[src/rtl/pwm8_pkg.sv]
// Constants shared by the LED PWM driver and the PWM duty decoder so that
// both ends agree on the PWM period and the saturation limit.
package pwm8_pkg;

    localparam int PWM_WIDTH    = 8;
    localparam int PWM_CHANNELS = 8;
    localparam int PWM_PERIOD   = 1 << PWM_WIDTH;
    localparam int PWM_MAX      = PWM_PERIOD - 1;

endpackage

[src/rtl/pwm_chan_meas.sv]
// Single-channel duty measurement: a 2-flop synchronizer, a high-time counter
// and a change detector, with the result latched at the end of each window.
module pwm_chan_meas #(
    parameter int WIDTH = 8
) (
    input  logic             clk,
    input  logic             rst,
    input  logic             en,
    input  logic             win_end,
    input  logic             in,
    output logic [WIDTH-1:0] val,
    output logic             toggling
);

    logic             sync_q;
    logic             s;
    logic             prev;
    logic             tog;
    logic [WIDTH:0]   hcnt;
    logic [WIDTH:0]   hsum;
    logic             changed;

    assign hsum    = hcnt + {{WIDTH{1'b0}}, s};
    assign changed = (s != prev);

    // The synchronizer free-runs; only the accumulation honours en.
    always_ff @(posedge clk) begin
        if (rst) begin
            sync_q <= 1'b0;
            s      <= 1'b0;
        end else begin
            sync_q <= in;
            s      <= sync_q;
        end
    end

    always_ff @(posedge clk) begin
        if (rst) begin
            hcnt     <= '0;
            prev     <= 1'b0;
            tog      <= 1'b0;
            val      <= '0;
            toggling <= 1'b0;
        end else if (en) begin
            prev <= s;
            if (win_end) begin
                // A full window of highs gives 2^WIDTH, which clamps to the max code.
                val      <= hsum[WIDTH] ? {WIDTH{1'b1}} : hsum[WIDTH-1:0];
                toggling <= tog | changed;
                hcnt     <= '0;
                tog      <= 1'b0;
            end else begin
                hcnt <= hsum;
                if (changed) begin
                    tog <= 1'b1;
                end
            end
        end
    end

endmodule

[src/rtl/pwm8_decode.sv]
// Eight-channel PWM duty decoder: measures each input's high time over a
// window of 2^WIDTH enabled clocks and strobes the results out with valid.
module pwm8_decode
    import pwm8_pkg::*;
#(
    parameter int WIDTH    = PWM_WIDTH,
    parameter int CHANNELS = PWM_CHANNELS
) (
    input  logic                      clk,
    input  logic                      rst,
    input  logic                      en,
    input  logic [CHANNELS-1:0]       in,
    output logic [CHANNELS*WIDTH-1:0] val,
    output logic                      valid,
    output logic [CHANNELS-1:0]       toggling
);

    logic [WIDTH-1:0] wcnt;
    logic             win_end;

    assign win_end = en && (wcnt == {WIDTH{1'b1}});

    always_ff @(posedge clk) begin
        if (rst) begin
            wcnt  <= '0;
            valid <= 1'b0;
        end else begin
            valid <= win_end;
            if (en) begin
                wcnt <= wcnt + 1'b1;
            end
        end
    end

    for (genvar i = 0; i < CHANNELS; i++) begin : g_chan
        pwm_chan_meas #(
            .WIDTH (WIDTH)
        ) u_meas (
            .clk      (clk),
            .rst      (rst),
            .en       (en),
            .win_end  (win_end),
            .in       (in[i]),
            .val      (val[i*WIDTH +: WIDTH]),
            .toggling (toggling[i])
        );
    end

endmodule

[config.mk]
export PLATFORM = sky130hd
export DESIGN_NAME = pwm8_decode
export DESIGN_NICKNAME = d
export VERILOG_FILES = /design/src/rtl/pwm8_pkg.sv /design/src/rtl/pwm_chan_meas.sv /design/src/rtl/pwm8_decode.sv
export SDC_FILE = /design/constraint.sdc
export NUM_CORES = 1
export LEC_CHECK = 0
export ABC_AREA = 1
export CAP_MARGIN = 15
export CORE_ASPECT_RATIO = 1.2
export CORE_MARGIN = 5
export CORE_UTILIZATION = 40
export CTS_BUF_LIST = sky130_fd_sc_hd__clkbuf_8
export DETAILED_ROUTE_END_ITERATION = 7
export PLACE_DENSITY_LB_ADDON = 0.12
export SLEW_MARGIN = 25
export SYNTH_ARGS = -nofsm -noshare
export SYNTH_HDL_FRONTEND = slang
export SYNTH_SLANG_ARGS = --single-unit
[constraint.sdc]
create_clock -name clk -period 1.7 [get_ports clk]
set_input_delay 0.34 -clock clk [delete_from_list [all_inputs] [get_ports clk]]
set_output_delay 0.34 -clock clk [all_outputs]
set_load 0.005 [all_outputs]
==> impl_metrics.ini, run 1 <==
[outcome]
status = completed

[sta]
slew_headroom = 0.477
hold_violations = 0
fin_crit_ns = 1.65
slew_violations = 0
layout_setup_ws_ns = 0.0505
setup_viol = 0
fmax_ghz = 0.606
whs_ns = 0.320
worst_slew_pin_slew_ns = 0.785
finalCritPeriodShare = 0.970
finalClockSkew_ns = 0.0125

[flow_run]
maxCapViolCount = 0

[worst_setup_path]
worstPathArrival_ns = 1.31
critical-path-top-delay-family = buffers and inverters
endpoint_kind = output port
slowest_delay_ns = 0.50
crit_type = flip-flop to output port
path_buf_inv = 1
required_ns = 1.36
crit_slowest_cell = clkdlybuf4s50_1
cp_max_fo = 2
crit_path_start_kind = flip-flop
crit_chain = clkdlybuf4s50_1

[clocking]
cts_buffers = 17
path_clk_slew_ns = 0.10
clock_sinks = 185
htreeDepth = 4
clkLatencyLatePin_ns = 0.47
cts_tree = done
clk_path_buf_depth = 2
root_buffer = clkbuf_8

[logic_synthesis]
syn_area_mm2 = 0.00864
synth_nets = 1311
synth_area_leaders = dfxtp_1 (43%), nand2_1 (17%), nor2_1 (8.0%)
netlist.area_leader.share = 0.429
ys_warn_count = 0
synth_cell_types = 25
synth-seq-cells = 185
yosysSeqAreaShare = 0.429
avgSynthCellArea_um2 = 6.77
syn_inst = 1276
yosysTopAreaCell = dfxtp_1

[global_routing]
grt_usage = 0.175
grt_pass1_wl_mm = 35.1
grt_max_degree = 78
antenna_found_initial = 0
grt_pass1_vias = 7425
globalRoute.totalOverflow = 0

[pwr]
powerDensity_mw_per_mm2 = 745
vdd_ir_drop_max_uv = 449
p_leak_uw = 0.00518
finalPower_uw = 8090

[final_layout]
diodes = 0
nNetsFinal = 1420
drive_above_1_share = 0.129
area_delta_synth_final_pct = 25.8
instances_no_fill = 1672

[detailed_routing]
wl_per_cell_um = 12.7
drt_first_pass_iters = 5
highest_layer = met4
wirelength_mm = 21.2
wl_met3_um = 629
met2WireLength_mm = 10.6
drcViolationCount = 0
num_vias = 7888
drt_iter0_markers = 269
wl_met1_mm = 9.78
viasPerCell = 4.72
ant_nets = 0

[floorplanning]
initial_core_util = 0.402
core.rowCount = 59
fp.dieW_um = 144
design.core.area_mm2 = 0.0215
dieArea_mm2 = 0.0246
fp.dieH_um = 171
io_pins = 84

[place]
dp_slack_ns = -0.381
dpl.cell_count = 1632
portBuffers = 83
routabilityCongestion = 0.826
detailed_place_hpwl_mm = 14.4

[worst_hold_path]
hold_class = primary input to flip-flop
==> placed cells by master, fill, tap and decap left out, types with 5 or more instances in the layout <==
cell type and n:
xnor2_1 14, ha_1 22, nand3b_1 8, a21oi_1 94, nor2_1 176, nand2_1 398, o21a_1 7, nor2_2 8
buf_12 10, dlymetal6s2s_1 37, dlygate4sd2_1 17, clkdlybuf4s50_1 28, dfxtp_1 132, clkbuf_8 17, nand3_1 60, buf_4 52
inv_1 122, dfxtp_2 52, nand3_2 6, inv_6 5, nor3_1 9, o21ai_0 77, xor2_1 9
==> worst paths after layout <==
| path | endpoint | cells after the start | from | slack (ns) |
|---|---|---|---|---|
| setup / recovery | val[11] | 1 | g_chan[1].u_meas.val[3] | 0.05 |
| hold reg to reg | g_chan[4].u_meas.s | 2 | g_chan[4].u_meas.sync_q | 0.40 |
| hold / removal | g_chan[1].u_meas.toggling | 3 | rst | 0.32 |
| setup reg to reg | g_chan[0].u_meas.val[6] | 11 | wcnt[0] | 0.08 |
==> Yosys cell counts <==
library cell and number:
nand2_1 398, dfxtp_1 185, nor2_1 185, inv_1 124, a21oi_1 94, o21ai_0 77
nand3_1 68, clkbuf_1 32, ha_1 24, buf_4 15, xnor2_1 14, nor3_1 9
xor2_1 9, nand3b_1 8, buf_2 7, o21a_1 7, buf_6 6, o21ai_1 4
nand2_2 2, nor2_4 2, o21bai_1 2, and3_1 1, buf_1 1, inv_2 1
nand4_1 1
==> power breakdown <==
part           switching (uW)  internal (uW)  total (uW)
clock network            1680           1630        3310
registers                30.0           4380        4410
logic                     233            133         366
total                    1940           6150        8090
==> metrics by stage <==
stage               TNS (ns)  cell area [um^2]  utilization
global route         -0.0817             10900        0.506
global placement      -34.33             10000        0.466
floorplan                  0              8640            -
finish                     0             10900        0.506
detailed placement    -36.32             10000        0.466
CTS                  -0.0145             10500        0.489
==> repair_timing <==
| item | CTS | global route |
|---|---|---|
| setup endpoints to repair | 60 | 114 |
| gates resized for setup | 55 | 88 |
| gates cloned | 0 | 3 |
| buffers inserted | 1 | 4 |
| pin swaps | 0 | 6 |
| hold buffers | 0 | 0 |
==> state kept, by name (all words and copies together), names as in the netlist <==
register / count
g_chan.u_meas.val: 64
valid: 1
g_chan.u_meas.toggling: 8
g_chan.u_meas.hcnt: 72
wcnt: 8
g_chan.u_meas.s: 8
g_chan.u_meas.prev: 8
g_chan.u_meas.tog: 8
g_chan.u_meas.sync_q: 8
==> logic make-up after synthesis <==
group           after synthesis  share of synthesized area
simple gates                674                      0.310
buf+inv                     186                     0.0936
flops                       185                      0.429
compound gates              184                      0.109
fa+ha+maj                    24                     0.0348
xor+xnor                     23                     0.0233
==> layer usage <==
layer,up-vias,global-route usage
met5,-,0
met4,0,0.0503
met3,17,0.0291
met2,98,0.311
met1,3576,0.218
li1,4197,-
==> cell type report <==
type	instances	area (um^2)
clock inverters	15	211
flip-flops and latches	185	3770
inverters	125	469
repair buffers	151	1610
well taps	274	343
multi-input cells	905	4220
fillers	2180	10600
clock buffers	17	234
No activity file was read; power rests on OpenSTA's default activity.
==> inputs of run 2 (changes only) <==
- HOLD_SLACK_MARGIN: default -> 0.03
==> results of run 2 <==
Final layout, timing and power as in run 1 (identical DEF).
==> inputs of run 3 (changes only) <==
- CORE_UTILIZATION: 40 -> 35
- CTS_CLUSTER_DIAMETER: default -> 150
==> run 3 against run 2 <==
  * Clock power down 8.5%
  * First-iteration DRC count up 17%
  * Total power down 3.4%
  * Register-to-register slack better by 0.02 ns
  * Die area up 13%
  * Worst setup slack better by 0.0020 ns
  * Critical path type unchanged
==> impl_metrics.ini, run 3 (same netlist as run 1, synthesis figures left out) <==
[outcome]
status = completed

[clocking]
cts_buffers = 17
htreeDepth = 4
clkLatencyLatePin_ns = 0.46
cts_tree = done
clk_path_buf_depth = 2
path_clk_slew_ns = 0.09
cts_hold_buf = 0
clock_sinks = 185
root_buffer = clkbuf_8

[final_layout]
regMostFlops = g_chan.u_meas.hcnt
diodes = 0
nNetsFinal = 1404
nFillCells = 2570
layout_common_cells = nand2_1 (396), nor2_1 (173), dfxtp_1 (135)
final_core_util = 0.438
largest_reg_flops = 72
ff_latch_area_mm2 = 0.00377
multi_input_area_mm2 = 0.00427
instances_no_fill = 1705
final_common_cell = nand2_1
largestRegisters = g_chan.u_meas.hcnt x72, g_chan.u_meas.val x64
drive_above_1_share = 0.120
area_delta_synth_final_pct = 24.4

[worst_setup_path]
slowest_delay_ns = 0.50
crit_type = flip-flop to output port
required_ns = 1.36
worstPathArrival_ns = 1.31
cp_max_fo = 2
crit_path_start_kind = flip-flop
crit_chain = clkdlybuf4s50_1
endpoint_kind = output port
path_buf_inv = 1
critical-path-top-delay-family = buffers and inverters
crit_slowest_cell = clkdlybuf4s50_1

[sta]
fmax_ghz = 0.607
whs_ns = 0.295
slew_violations = 0
finalClockSkew_ns = 0.0141
fin_crit_ns = 1.65
slew_headroom = 0.448
finalCritPeriodShare = 0.969
hold_violations = 0
setup_viol = 0
worst_slew_pin_slew_ns = 0.828

[global_routing]
globalRoute.totalOverflow = 0
grt_pass1_vias = 7325
antenna_found_initial = 0
grt_pass1_wl_mm = 35.3
grt_usage = 0.153
grt_max_degree = 67

[floorplanning]
fp.dieH_um = 182
core.rowCount = 63
dieArea_mm2 = 0.0279
fp.dieW_um = 153
design.core.area_mm2 = 0.0245
initial_core_util = 0.352
io_pins = 84

[detailed_routing]
num_vias = 7862
ant_nets = 0
drt_iter0_markers = 314
wl_per_cell_um = 13.0
drt_first_pass_iters = 5
wirelength_mm = 22.1
viasPerCell = 4.61
drcViolationCount = 0

[place]
routabilityCongestion = 0.778
dpl.cell_count = 1667
portBuffers = 83
detailed_place_hpwl_mm = 14.8

[pwr]
powerDensity_mw_per_mm2 = 727
vdd_ir_drop_max_uv = 430
p_leak_uw = 0.00475

[worst_hold_path]
hold_class = primary input to flip-flop

[flow_run]
maxCapViolCount = 0
[run 3: changes by cell type in the layout (fill, tap and decap cells not counted), moves of 3 or more]
cell             before  now
buf_12               10    7
clkbuf_8             17   21
nor2_1              176  173
nor2_4                3    6
inv_6                 5    1
clkdlybuf4s50_1      28   54
dfxtp_1             132  135
dlymetal6s2s_1       37   25
dlygate4sd2_1        17    2
buf_6                 2    5
buf_4                52   37
[run 3: metrics by stage]
step / cell area [um^2] / power [uW] / setup slack (ns) / setup TNS [ns]
floorplan: 8640 / 4730 / 0.132 / 0
global placement: 9930 / 4880 / 0.00863 / 0
detailed placement: 9930 / 4880 / -0.0407 / -0.294
CTS: 10400 / 7930 / 0.000258 / 0
global route: 10700 / 8140 / -0.00749 / -0.0192
finish: 10700 / 7810 / 0.0525 / 0
[run 3: worst paths after layout]
kind / from / to / slack (ns) / cells past startpoint
setup / recovery: g_chan[4].u_meas.val[4] / val[36] / 0.05 / 1
hold / removal: en / wcnt[6] / 0.29 / 5
setup reg to reg: wcnt[0] / g_chan[0].u_meas.val[3] / 0.10 / 10
hold reg to reg: g_chan[6].u_meas.sync_q / g_chan[6].u_meas.s / 0.40 / 2
[run 3: repair_timing]
action                                  4_1_cts  5_1_grt
cloned                                        0        2
setup buffers                                 0        6
endpoints found under the setup margin       34      111
pin swaps                                     0        5
resized for setup                            21       98
[run 3: worst reg2reg max path: stages, from the launching register on]
cell and delay [ns]:
dfxtp_2 0.36, ha_4 0.13, inv_1 0.05, nor2_4 0.10, nand2_2 0.08, nor2_4 0.16
buf_12 0.13, buf_12 0.14, nand3_2 0.15, nor2_1 0.15, nor2_1 0.05
[run 3: metal layers]
layer | GRT usage | share of wire | routed length (um) | vias to the layer above
met5 | 0 | 0 | 0 | -
met4 | 0.0371 | 0.018 | 398 | 0
met3 | 0.0285 | 0.029 | 639 | 18
met2 | 0.271 | 0.48 | 10600 | 108
met1 | 0.192 | 0.48 | 10500 | 3567
li1 | - | - | - | 4169
[run 3: power by group]
group	internal (uW)	switching, uW	total, uW
logic	125	243	368
registers	4380	29.3	4410
clock network	1460	1580	3030
[run 3: layout make-up]
type,count,share of cell area
multi-input cells,905,0.397
flip-flops and latches,185,0.351
repair buffers,135,0.133
inverters,125,0.0437
well taps,325,0.0378
clock buffers,21,0.0269
clock inverters,9,0.0108
